--- config.mk ---
export PLATFORM = sky130hd
export DESIGN_NAME = serial_half_subtractor
export DESIGN_NICKNAME = d
export VERILOG_FILES = /design/src/rtl/serial_half_subtractor.sv
export SDC_FILE = /design/constraint.sdc
export NUM_CORES = 1
export LEC_CHECK = 0
export CORE_UTILIZATION = 50
export CTS_BUF_LIST = sky130_fd_sc_hd__clkbuf_16
export DETAILED_ROUTE_END_ITERATION = 10
export GPL_TIMING_DRIVEN = 0
export PLACE_DENSITY = 0.78
export REMOVE_ABC_BUFFERS = 1
export SYNTH_ARGS = -nofsm -noshare
export SYNTH_HDL_FRONTEND = slang
export SYNTH_SLANG_ARGS = --single-unit
export TNS_END_PERCENT = 5
--- constraint.sdc ---
create_clock -name clk -period 2.2 [get_ports clk]
set_input_delay 0.44 -clock clk [delete_from_list [all_inputs] [get_ports clk]]
set_output_delay 0.44 -clock clk [all_outputs]
set_load 0.02 [all_outputs]
--- src/rtl/serial_half_subtractor.sv ---
// Bit-serial handshaked half subtractor: one lane per clock, LSB first.
// Ports: clk, rst (sync, active-high), in_valid/in_ready + a/b operands,
//   out_valid/out_ready + diff/borrow results, busy (SHIFT or DONE).
// Build option: define HALF_SUB_BORROW_CHAIN_EN to ripple the borrow
//   between lanes, turning the block into a serial full subtractor.
module serial_half_subtractor #(
  parameter  int WIDTH = 4,
  localparam int CNT_W = $clog2(WIDTH + 1)
) (
  input  logic             clk,
  input  logic             rst,
  input  logic             in_valid,
  output logic             in_ready,
  input  logic [WIDTH-1:0] a,
  input  logic [WIDTH-1:0] b,
  output logic             out_valid,
  input  logic             out_ready,
  output logic [WIDTH-1:0] diff,
  output logic [WIDTH-1:0] borrow,
  output logic             busy
);

  typedef enum logic [1:0] {
    IDLE,
    SHIFT,
    DONE
  } state_t;

  state_t           state_q;
  logic [WIDTH-1:0] a_q;
  logic [WIDTH-1:0] b_q;
  logic [WIDTH-1:0] diff_q;
  logic [WIDTH-1:0] borrow_q;
  logic [CNT_W-1:0] cnt_q;
  logic             in_ready_q;
  logic             out_valid_q;
  logic             busy_q;

  logic [WIDTH-1:0] lane_sel;
  logic             d_bit;
  logic             bo_bit;
  logic [WIDTH-1:0] diff_d;
  logic [WIDTH-1:0] borrow_d;
  logic             last;

`ifdef HALF_SUB_BORROW_CHAIN_EN
  logic bin_q;
`endif

  always_comb begin
    lane_sel = WIDTH'(1) << cnt_q;
`ifdef HALF_SUB_BORROW_CHAIN_EN
    d_bit  = a_q[0] ^ b_q[0] ^ bin_q;
    bo_bit = (~a_q[0] & b_q[0])
           | (~(a_q[0] ^ b_q[0]) & bin_q);
`else
    d_bit  = a_q[0] ^ b_q[0];
    bo_bit = ~a_q[0] & b_q[0];
`endif
    // Result regs are cleared on accept, so OR-ing in one lane is enough.
    diff_d   = diff_q | ({WIDTH{d_bit}} & lane_sel);
    borrow_d = borrow_q | ({WIDTH{bo_bit}} & lane_sel);
    last     = (cnt_q == CNT_W'(WIDTH - 1));
  end

  always_ff @(posedge clk) begin
    if (rst) begin
      state_q     <= IDLE;
      a_q         <= '0;
      b_q         <= '0;
      diff_q      <= '0;
      borrow_q    <= '0;
      cnt_q       <= '0;
      in_ready_q  <= 1'b1;
      out_valid_q <= 1'b0;
      busy_q      <= 1'b0;
`ifdef HALF_SUB_BORROW_CHAIN_EN
      bin_q       <= 1'b0;
`endif
    end else begin
      unique case (state_q)
        IDLE: begin
          if (in_valid) begin
            state_q    <= SHIFT;
            a_q        <= a;
            b_q        <= b;
            diff_q     <= '0;
            borrow_q   <= '0;
            cnt_q      <= '0;
            in_ready_q <= 1'b0;
            busy_q     <= 1'b1;
`ifdef HALF_SUB_BORROW_CHAIN_EN
            bin_q      <= 1'b0;
`endif
          end
        end
        SHIFT: begin
          diff_q   <= diff_d;
          borrow_q <= borrow_d;
          a_q      <= a_q >> 1;
          b_q      <= b_q >> 1;
          cnt_q    <= cnt_q + CNT_W'(1);
`ifdef HALF_SUB_BORROW_CHAIN_EN
          bin_q    <= bo_bit;
`endif
          if (last) begin
            state_q     <= DONE;
            out_valid_q <= 1'b1;
          end
        end
        DONE: begin
          if (out_ready) begin
            state_q     <= IDLE;
            out_valid_q <= 1'b0;
            in_ready_q  <= 1'b1;
            busy_q      <= 1'b0;
          end
        end
        default: begin
          state_q     <= IDLE;
          out_valid_q <= 1'b0;
          in_ready_q  <= 1'b1;
          busy_q      <= 1'b0;
        end
      endcase
    end
  end

  assign in_ready  = in_ready_q;
  assign out_valid = out_valid_q;
  assign diff      = diff_q;
  assign borrow    = borrow_q;
  assign busy      = busy_q;

endmodule

==> metrics.yaml <==
status: "finished, final reports clean"
number_of_antenna_violations_at_the_first_check_in_global_routing: 0
r2r-end: "diff[2]"
synthDominantCellAreaShare: 0.4610
final.setup.worst_slack_ns: 0.3108
grt.met2_usage: 0.3342
groute.usage.overall: 0.2000
yosysWarnings: 0
finalCritPeriodShare: 0.8587
ys_seq_area_frac: 0.4610
grt_util_met3: 0.03396
cts_hold_repair.buffers: 0
worst_rel_slew_slack: 0.6343
initialDrtViolationCount: 10
most_instantiated_flip_flop_cell_in_the_synthesis_netlist: "dfxtp_1"
die_w_um: 47.66
timing.critical_path.to: "borrow[1]"
fp.dieArea_um2: 2271
placement.cell_area_um2: 1259
antennaDiodeCount: 0
grt_setup_unrepaired: "no"
count_of_state_elements_after_synthesis: 24
drc: 0
first_global_vias: 752
static-leakage-power_nw: 0.5194
final-hold-violation-count: 0
clock-sinks: 24
grt_most_used_layer: "met2"
ctsHtreeMaxLevel: 1
core_um2: 1962
synth_top_cell_by_area: "dfxtp_1"
worst_setup_path_start_kind: "input pin"
final_critical_path_time_including_i_o_delays_and_setup_ns: 1.889
post_synth.cell_area_avg_um2: 9.390
criticalPathCategory: "input pin to register"
place.gp.congestion: 0.7186
dp.final_hpwl_um: 1452
worst-path-max-fanout: 9
cts.repair_timing.setup_buffer_count: 0
r2r_start: "state_q[0]"
tightest_slew_ns: 0.5435
worst_clock_skew_ns: 0.004912
min_path_type: "register to register"
layout-drive-gt1-share: 0.04580
clk-insertion-delay-late_ns: 0.26
max_cap_violation_count: 0
crit_arrival_ns: 2.04
buffer_ports.inserted: 22
numCtsBuffers: 3
routed_via_density: 5.392
initial_core_util: 0.5313
synth_async_reset_ratio: 0
clk_pin_slew_worst_paths_ns: 0.06
postLayoutCellArea_um2: 1338
hold_ws_ns: 0.4727
ff_to_ff_setup_slack_ns: 0.57
vdd_ir_drop_max_uv: 683.9
cts.repair.resized: 0
synth_edf_count: 0
end_kind: "register"
final_nets: 150
critPathLaunch: "in_valid"
cts_tree: "done"
global_route_track_usage_on_met1: 0.2414
fin_setup_tns_ns: 0
number_of_placement_rows: 16
drtPass1Iterations: 4
maxClockFrequency_ghz: 0.5293
dp_slack_ns: 0.06856
largest_net_degree_at_the_start_of_global_routing: 15
ant_nets: 0
fin_util: 0.6818
clock_path_buffers: 2
finalWirelength_um: 1998
top_level_port_count: 23
area_contributors_post_synth: "dfxtp_1, ha_1, nor2_1"
routed_wire_length_per_instance_um: 12.65
synth_cell_type_count: 30
post_synth_instance_area_um2: 1042
report.final.setup_viol: 0
grt_first_pass_wirelength_um: 3160
worst_r2r_path_depth: 3
cellPowerDensity_nw_per_um2: 729.3
globalRoute.totalOverflow: 0
syn-instance-count: 111
cts_root_buf: "clkbuf_16"
count_of_final_max_slew_check_failures: 0
syn2layout_area_growth_pct: 28.33
detailroute.via_count: 852
wp_data_required_ns: 2.35
die_y_um: 47.66
==> sequential cells by signal (all words and copies together) (netlist names) <==
register / cells
busy: 1
diff: 4
in_ready: 1
a_q: 4
cnt_q: 3
b_q: 4
borrow: 4
state_q: 2
out_valid: 1
==> critical path: stages <==
cell and delay (ns):
clkdlybuf4s50_1 0.59, or3b_1 0.53, and2_4 0.25, a22o_1 0.22
==> kinds of logic after synthesis <==
family                     synth area share
buffers and inverters               0.06482
DFF                                  0.4610
adders and majority gates           0.07203
and+or+nand+nor                      0.1729
AOI/OAI and AO/OA                    0.2197
muxes                              0.009604
==> layout by cell type (no fill, tap or decap), types with 3 or more instances in the layout <==
cell type,synthesis,final
o221ai_1,6,6
dfxtp_1,24,24
ha_1,6,6
a22o_1,6,6
nor2_1,18,18
clkbuf_16,0,3
inv_1,8,8
clkdlybuf4s50_1,0,22
nand2b_1,3,3
a21oi_1,8,8
o21ai_0,3,3
==> how the worst min path moves through the flow <==
stage / slack, ns / cells after the start / startpoint / endpoint
after floorplan: 0.44 / 2 / a_q[0] / a_q[0]
after global placement: 0.45 / 2 / a_q[2] / a_q[2]
after detailed placement: 0.46 / 2 / a_q[2] / a_q[2]
after CTS: 0.47 / 2 / a_q[0] / a_q[0]
after global routing: 0.49 / 1 / borrow[0] / borrow[0]
final: 0.47 / 2 / a_q[0] / a_q[0]
==> where the power goes <==
| group | internal, mW | switching [mW] | leakage (nW) |
|---|---|---|---|
| Sequential | 0.456 | 0.0161 | 0.196 |
| Clock | 0.243 | 0.144 | 0.0385 |
| Combinational | 0.0590 | 0.0581 | 0.284 |
| Total | 0.757 | 0.218 | 0.519 |
==> per-layer routing <==
metal / share of wire / vias up
li1: - / 431
met1: 0.45 / 397
met2: 0.49 / 18
met3: 0.026 / 6
met4: 0.029 / 0
met5: 0 / -
==> synth_stat cells (2+ instances only) <==
cell      count
buf_6         2
o221ai_1      6
nor2_1       18
clkbuf_1      4
ha_1          6
a22o_1        6
dfxtp_1      24
o21ai_0       3
inv_1         8
nor2b_1       2
a32oi_1       2
nand3b_1      2
a21oi_1       8
nand2b_1      3
nand2_1       2
==> area by class of cell <==
cell class	count	area, µm²
Multi-Input combinational cell	73	494.2
Timing Repair Buffer	22	220.2
Fill cell	176	624.3
Clock inverter	1	3.754
Inverter	8	30.03
Sequential cell	24	480.5
Tap cell	27	33.78
Clock buffer	3	75.07
==> stage by stage <==
| step | instances | power [mW] |
|---|---|---|
| 2_1_floorplan | 105 | 0.5446 |
| 3_3_place_gp | 154 | 0.5941 |
| 3_5_place_dp | 154 | 0.5968 |
| 4_1_cts | 158 | 0.9809 |
| 5_1_grt | 158 | 1.015 |
| 6_report | 158 | 0.9755 |
No activity file was read; power rests on OpenSTA's default activity.
